`config.mk`:
```
export PLATFORM = sky130hd
export DESIGN_NAME = ingress_admit
export DESIGN_NICKNAME = d
export VERILOG_FILES = /design/src/rtl/packet_pkg.sv /design/src/rtl/sat_counter.sv /design/src/rtl/ingress_admit.sv
export SDC_FILE = /design/constraint.sdc
export NUM_CORES = 1
export LEC_CHECK = 0
export CORE_AREA = 2 2 83 85
export CTS_CLUSTER_SIZE = 20
export DETAILED_ROUTE_END_ITERATION = 10
export DIE_AREA = 0 0 85 87
export PLACE_DENSITY_LB_ADDON = 0.08
export SLEW_MARGIN = 20
export SYNTH_ARGS = -nofsm -noshare
export SYNTH_HDL_FRONTEND = slang
export SYNTH_SLANG_ARGS = --single-unit
```
`constraint.sdc`:
```
create_clock -name clk -period 4.4 [get_ports clk]
set_input_delay 0.66 -clock clk [delete_from_list [all_inputs] [get_ports clk]]
set_output_delay 0.66 -clock clk [all_outputs]
set_load 0.02 [all_outputs]
```
`src/rtl/packet_pkg.sv`:
```
// rtl/packet_pkg.sv - shared packet layout, capture states and header legality check
package packet_pkg;

    localparam int NUM_PORTS    = 4;
    localparam int SRC_LSB      = 0;
    localparam int TGT_LSB      = 4;
    localparam int DATA_LSB     = 8;
    localparam int HDR_W        = 8;
    localparam int DATA_W_DEF   = 8;
    localparam int PACKET_WIDTH = HDR_W + DATA_W_DEF;

    typedef struct packed {
        logic [DATA_W_DEF-1:0] data;
        logic [3:0]            target;
        logic [3:0]            source;
    } pkt_t;

    typedef enum logic {
        ST_EMPTY = 1'b0,
        ST_HELD  = 1'b1
    } cap_state_t;

    // Source must be exactly this port's one-hot bit and at least one target must be set.
    function automatic logic is_legal(input logic [3:0] src, input logic [3:0] tgt, input int port_id);
        logic [3:0] w_exp_src;
        w_exp_src = 4'(1 << port_id);
        return (src == w_exp_src) && (tgt != 4'b0000);
    endfunction

endpackage

```
`src/rtl/sat_counter.sv`:
```
// rtl/sat_counter.sv - saturating event counter with synchronous clear
module sat_counter #(
    parameter int CNT_W = 16
) (
    input  logic             clk,
    input  logic             rst,
    input  logic             inc,
    input  logic             clr,
    output logic [CNT_W-1:0] cnt
);

    logic [CNT_W-1:0] r_cnt;

    // Clear beats a coincident increment; the event is intentionally lost.
    always_ff @(posedge clk or posedge rst) begin
        if (rst) begin
            r_cnt <= '0;
        end else if (clr) begin
            r_cnt <= '0;
        end else if (inc && (r_cnt != {CNT_W{1'b1}})) begin
            r_cnt <= r_cnt + 1'b1;
        end
    end

    assign cnt = r_cnt;

endmodule

```
`src/rtl/ingress_admit.sv`:
```
// rtl/ingress_admit.sv - per-port header check, single-packet capture with bounded retry, statistics
module ingress_admit
    import packet_pkg::*;
#(
    parameter int PORT_ID   = 0,
    parameter int RETRY_MAX = 4,
    parameter int CNT_W     = 16,
    parameter int DATA_W    = 8
) (
    input  logic                  clk,
    input  logic                  rst,
    input  logic                  valid_in,
    input  logic [3:0]            source_in,
    input  logic [3:0]            target_in,
    input  logic [DATA_W-1:0]     data_in,
    input  logic                  fifo_full,
    output logic                  fifo_wr_en,
    output logic [HDR_W+DATA_W-1:0] fifo_din,
    input  logic                  cnt_clr,
    output logic                  busy,
    output logic [CNT_W-1:0]      accept_cnt,
    output logic [CNT_W-1:0]      drop_full_cnt,
    output logic [CNT_W-1:0]      drop_bad_cnt
);

    localparam int WAIT_W = (RETRY_MAX < 1) ? 1 : $clog2(RETRY_MAX + 1);

    cap_state_t               r_state;
    cap_state_t               w_next_state;
    logic [HDR_W+DATA_W-1:0]  r_pkt;
    logic [WAIT_W-1:0]        r_wait;

    logic w_cap_v;
    logic w_legal;
    logic w_bad;
    logic w_wr;
    logic w_timeout;
    logic w_free;
    logic w_capture;
    logic w_drop_new;
    logic w_drop_full_inc;

    assign w_cap_v    = (r_state == ST_HELD);
    assign w_legal    = valid_in && is_legal(source_in, target_in, PORT_ID);
    assign w_bad      = valid_in && !is_legal(source_in, target_in, PORT_ID);
    assign w_wr       = w_cap_v && !fifo_full;
    assign w_timeout  = w_cap_v && fifo_full && (r_wait == WAIT_W'(RETRY_MAX));
    assign w_free     = !w_cap_v || w_wr || w_timeout;
    assign w_capture  = w_legal && w_free;
    assign w_drop_new = w_legal && !w_free;
    // Timeout implies free, so at most one of these fires per cycle.
    assign w_drop_full_inc = w_drop_new || w_timeout;

    always_ff @(posedge clk or posedge rst) begin
        if (rst) begin
            r_state <= ST_EMPTY;
        end else begin
            r_state <= w_next_state;
        end
    end

    always_comb begin
        w_next_state = r_state;
        if (w_capture) begin
            w_next_state = ST_HELD;
        end else if (w_wr || w_timeout) begin
            w_next_state = ST_EMPTY;
        end
    end

    always_comb begin
        fifo_wr_en = w_wr;
        busy       = w_cap_v;
    end

    always_ff @(posedge clk or posedge rst) begin
        if (rst) begin
            r_pkt  <= '0;
            r_wait <= '0;
        end else if (w_capture) begin
            r_pkt  <= {data_in, target_in, source_in};
            r_wait <= '0;
        end else if (w_wr || w_timeout) begin
            r_wait <= '0;
        end else if (w_cap_v && fifo_full) begin
            r_wait <= r_wait + 1'b1;
        end
    end

    assign fifo_din = r_pkt;

    sat_counter #(.CNT_W(CNT_W)) u_accept_cnt (
        .clk (clk),
        .rst (rst),
        .inc (w_wr),
        .clr (cnt_clr),
        .cnt (accept_cnt)
    );

    sat_counter #(.CNT_W(CNT_W)) u_drop_full_cnt (
        .clk (clk),
        .rst (rst),
        .inc (w_drop_full_inc),
        .clr (cnt_clr),
        .cnt (drop_full_cnt)
    );

    sat_counter #(.CNT_W(CNT_W)) u_drop_bad_cnt (
        .clk (clk),
        .rst (rst),
        .inc (w_bad),
        .clr (cnt_clr),
        .cnt (drop_bad_cnt)
    );

endmodule

```
==> flow_metrics.tcl, run 1 <==
set metrics [dict create \
    outcome "finished, final reports clean" \
    synthFlopType "dfrtp_1" \
    antenna_found_initial 0 \
    syn_inst 337 \
    tns_ns 0 \
    grt_use_total_pct 21.2 \
    core_area_um2 6570 \
    worstMarginPinSlew_ns 0.893 \
    syn_area_um2 3350 \
    finalCritPeriodShare_pct 66.0 \
    slew-limit-headroom_pct 40.4 \
    hold_path_class "flop to flop" \
    setup_viol 0 \
    port-buffer-count 86 \
    io_pins 87 \
    final_nets 452 \
    report.power.total_mw 1.49 \
    layout-drive-gt1-share_pct 8.58 \
    final_hold_viol_count 0 \
    yosys.area.top_type "dfrtp_1" \
    grt_max_degree 44 \
    gp_congestion 0.771 \
    die_area_um2 7400 \
    path_buf_inv 2 \
    via_per_inst 5.64 \
    die_h_um 87 \
    fin_hold_ws_ns 0.485 \
    path_cells "clkdlybuf4s50_1, nor2b_1, clkdlybuf4s50_1" \
    worstPathRequired_ns 3.74 \
    arrival_ns 2.24 \
    cts_tree "done" \
    cts_resized 0 \
    ys_ff_latch 68 \
    synth.top_cells.by_area "dfrtp_1 (51%), xnor2_1 (9.9%), nor2_1 (5.5%)" \
    slowest_delay_ns 0.67 \
    synth_cell_types 33 \
    worst_path_max_delay_cell "clkdlybuf4s50_1" \
    max_freq_mhz 344 \
    h-tree-depth 3 \
    wl_per_cell_um 14.9 \
    hpwlAfterDp_um 5300 \
    cts.sinks 68 \
    cts_buffers 9 \
    drc 0 \
    drtAntennaViolNets 0 \
    dr.pass1.iters 4 \
    crit_family "buffers and inverters" \
    cts_hold_buf 0 \
    start_util_pct 51.0 \
    clk_pin_slew_ns 0.07 \
    die_x_um 85 \
    num_antenna_cells 0 \
    drtIter0Drc 135 \
    cp_common_cell "clkdlybuf4s50_1" \
    netlist.area_leader.share_pct 50.8 \
    synth_edf_count 0 \
    crit_type "primary input to output port" \
    grt-ovfl-total 0 \
    power.leakage_nw 1.75 \
    post-route-min-period_ns 2.90 \
    rows 30 \
    netlist_top_cells_count "dfrtp_1 (68), nor2_1 (49), xnor2_1 (38), nor4_1 (24), nand3_1 (19)" \
    dp.cells 495 \
    wl_um 7590 \
    power_density_nw_per_um2 328 \
    crit_path_end_kind "output port" \
    ys_seq_area_share_pct 50.8 \
    finalNonFillerCells 511 \
    clock_path_buffers 2 \
    first_global_vias 2814 \
    worstPathMaxFanout 5 \
    skew_ns 0.0131 \
    ys_warn_count 0 \
    maxCapViolations 0 \
    cts_setup_buffers 0 \
    syn_area_per_cell_um2 9.94 \
    grt_pass1_wl_um 12600 \
    vias 2881 \
    area_delta_synth_final_pct 35.7 \
    critPathLaunchType "primary input" \
    cts_root_buf "clkbuf_8" \
    async_reset_ff_share_pct 100 \
    clock_latency_ns 0.35 \
    synth.most_common_cell "dfrtp_1" \
    syn_nets 363 \
    slew_violations 0 \
    grt_setup_unrepaired "no" \
    ir_drop_mv 0.269 \
]
state kept, by name, indices dropped and copies added (netlist names):
signal	count
u_drop_full_cnt.cnt	16
u_accept_cnt.cnt	16
fifo_din	16
busy	1
r_wait	3
u_drop_bad_cnt.cnt	16
placed cells by master, fill, tap and decap left out, drive strengths merged, types with 5 or more instances in the layout:
master and n:
a21oi 9, and4 5, clkbuf 11, clkdlybuf4s50 86
dfrtp 68, ha 5, inv 8, mux2 13
nand2 18, nand3 19, nand4 15, nor2 49
nor3 15, nor4 24, o21ai 7, xnor2 38
kinds of logic after synthesis:
kind of cell | share of synthesized area, %
flip-flops | 50.8
AND/OR/NAND/NOR | 26.0
AO/OA/AOI/OAI | 3.59
adder cells (fa/ha/maj) | 1.87
multiplexers | 5.57
XOR/XNOR | 9.94
buffers and inverters | 2.24
final cells by class:
class,instances,area (µm²)
sequential,68,1700
clock buffer,11,151
clock inverter,5,83.8
multi-input combinational,249,1580
tap,80,100
inverter,8,30.0
timing repair buffer,90,891
fill,512,2030
layer usage:
metal  track usage (%)  part of all wire, %
met3              3.98                  3.5
met4              9.52                  1.6
met1              27.4                   46
met5                 0                    0
met2              34.9                   49
stage by stage:
stage	utilization, %	setup slack [ns]	area, µm²
final	69.1	1.50	4540
after global routing	69.1	1.40	4540
after CTS	69.0	1.52	4530
after detailed placement	65.4	1.19	4290
after global placement	65.4	1.23	4290
after floorplan	-	1.82	3350
path summary, 6_finish.rpt:
path | startpoint | end | slack [ns] | depth (start not counted)
worst max-delay path | fifo_full | fifo_wr_en | 1.50 | 3
worst min-delay path | fifo_din[1] | fifo_din[1] | 0.48 | 1
worst max register to register | u_drop_full_cnt.cnt[7] | u_drop_full_cnt.cnt[15] | 2.30 | 5
worst min register to register | fifo_din[1] | fifo_din[1] | 0.48 | 1
max in group asynchronous | rst | fifo_din[1] | 2.70 | 3
min in group asynchronous | rst | u_drop_bad_cnt.cnt[0] | 0.82 | 2
worst reg2reg max path, cell delays in order (launching register included):
cell and delay [ns]:
dfrtp_1 0.46, nand4_1 0.20, nor4_2 0.68, nor3_1 0.17, nand2_1 0.14, mux2_2 0.34
power by group:
part	switching [mW]	internal [mW]	total, mW
sequential	0.0229	0.661	0.684
clock	0.249	0.351	0.600
combinational	0.102	0.103	0.205
No activity file was read; power rests on OpenSTA's default activity.
==> run 2: changes to the inputs <==
CORE_AREA = 2 2 91 93   (was 2 2 83 85)
DIE_AREA = 0 0 93 95   (was 0 0 85 87)
clock period = 2.4 ns   (was 4.4 ns; I/O delays follow)
==> run 2 against run 1 <==
  * Sequential power grew 83%
  * Worst setup slack worse by 1.4 ns
  * Cell area increased by 2.6%
  * Hold slack worse by 0.092 ns
  * Critical path type is now primary input to flop
  * Largest cell class unchanged
==> flow_metrics.tcl, run 2 (same netlist as run 1, synthesis figures left out) <==
set metrics [dict create \
    outcome "finished, final reports clean" \
    fin_hold_ws_ns 0.392 \
    start_util_pct 42.2 \
    power.leakage_nw 1.82 \
    cts_setup_buffers 0 \
    max_freq_mhz 436 \
    die_x_um 93 \
    maxCapViolations 0 \
    power_density_nw_per_um2 553 \
    cts_hold_buf 0 \
    arrival_ns 2.56 \
    die_area_um2 8840 \
    wl_um 7600 \
    tns_ns 0 \
    num_antenna_cells 0 \
    h-tree-depth 3 \
    crit_path_end_kind "flop" \
    core_area_um2 7930 \
    layout_common_cells "clkdlybuf4s50_1 (86), dfrtp_1 (68), nor2_1 (49)" \
    final_nets 468 \
    nFillCells 722 \
    layout-drive-gt1-share_pct 10.8 \
    slew_violations 0 \
    ir_drop_mv 0.399 \
    grt_max_degree 69 \
    multi_input_area_um2 1570 \
    finalNonFillerCells 550 \
    first_global_vias 2755 \
    final_common_cell "clkdlybuf4s50_1" \
    cts_root_buf "clkbuf_8" \
    port-buffer-count 86 \
    cts.sinks 68 \
    crit_path_start "source_in[0]" \
    worstPathMaxFanout 2 \
    grt_use_total_pct 18.3 \
    timing.final.ws_setup_ns 0.106 \
    hpwlAfterDp_um 5260 \
    drc 0 \
    die_h_um 95 \
    wl_per_cell_um 13.8 \
    dr.pass1.iters 4 \
    grt_pass1_wl_um 12800 \
    dp_worst_setup_slack_ns -0.267 \
    rows 33 \
    clock_latency_ns 0.34 \
    gp_congestion 0.830 \
    dp.cells 536 \
    worstMarginPinSlew_ns 0.376 \
    post-route-min-period_ns 2.29 \
    via_per_inst 5.24 \
    vias 2882 \
    area_delta_synth_final_pct 39.2 \
    cts_tree "done" \
    slew-limit-headroom_pct 74.9 \
    worstPathRequired_ns 2.66 \
    hold_path_class "primary input to async pin" \
    clock_path_buffers 2 \
    final_hold_viol_count 0 \
    skew_ns 0.00783 \
    grt_setup_unrepaired "no" \
    antenna_found_initial 0 \
    critPathLaunchType "primary input" \
    setup_viol 0 \
    cts_resized 0 \
    drtIter0Drc 90 \
    crit_type "primary input to flop" \
    clk_pin_slew_ns 0.07 \
    regArea_um2 1700 \
    r2r-start "u_drop_full_cnt.cnt[0]" \
    io_pins 87 \
    grt-ovfl-total 0 \
    drtAntennaViolNets 0 \
    report.power.total_mw 2.58 \
    finalCritPeriodShare_pct 95.6 \
    cts_buffers 9 \
]
## run 2: cell count changes in the layout (fill, tap and decap cells not counted)
| cell | delta |
|---|---|
| buf_4 | +14 |
| buf_12 | +2 |
| clkinvlp_4 | -2 |
| nor4_1 | +2 |
| nor4_2 | -2 |
| bufinv_16 | -1 |
| clkbuf_1 | +1 |
| clkinv_2 | +1 |
| clkinv_4 | -1 |
## run 2: layout make-up
cell class,instances,share of cell area (%)
flip-flops and latches,68,36.5
well taps,105,2.82
clock inverters,2,0.752
clock buffers,12,3.33
repair buffers,106,22.2
multi-input cells,249,33.7
inverters,8,0.644
## run 2: metrics by stage
step,util [%],instance area [µm²]
after floorplan,-,3350
after global placement,56.4,4470
after detailed placement,56.4,4470
after CTS,58.8,4660
after global routing,58.8,4660
final,58.8,4660
## run 2: metal layers
layer  GRT usage [%]  wire length, µm  part of all wire, %
met3            3.43              313                  4.1
met1            24.2             3520                   46
met4            8.09              155                  2.0
met5               0                0                    0
met2            29.3             3620                   48
## run 2: critical path, stage by stage
cell	delay [ns]
clkdlybuf4s50_1	0.47
or4b_1	0.48
o31a_1	0.32
or3_1	0.37
or4_1	0.40
a21oi_1	0.15
## run 2: worst paths after layout
kind / to / slack, ns / depth (start not counted)
min in group clk: fifo_din[0] / 0.47 / 1
max in group asynchronous: fifo_din[15] / 1.68 / 3
worst min-delay path: u_drop_bad_cnt.cnt[5] / 0.39 / 3
worst min register to register: fifo_din[0] / 0.47 / 1
worst max register to register: u_drop_full_cnt.cnt[14] / 0.43 / 7
worst max-delay path: u_drop_full_cnt.cnt[14] / 0.11 / 6
## run 2: power by group
part / leakage, nW / switching, mW / internal [mW]
clock network: 0.0983 / 0.409 / 0.524
logic: 0.800 / 0.192 / 0.199
registers: 0.923 / 0.0405 / 1.21
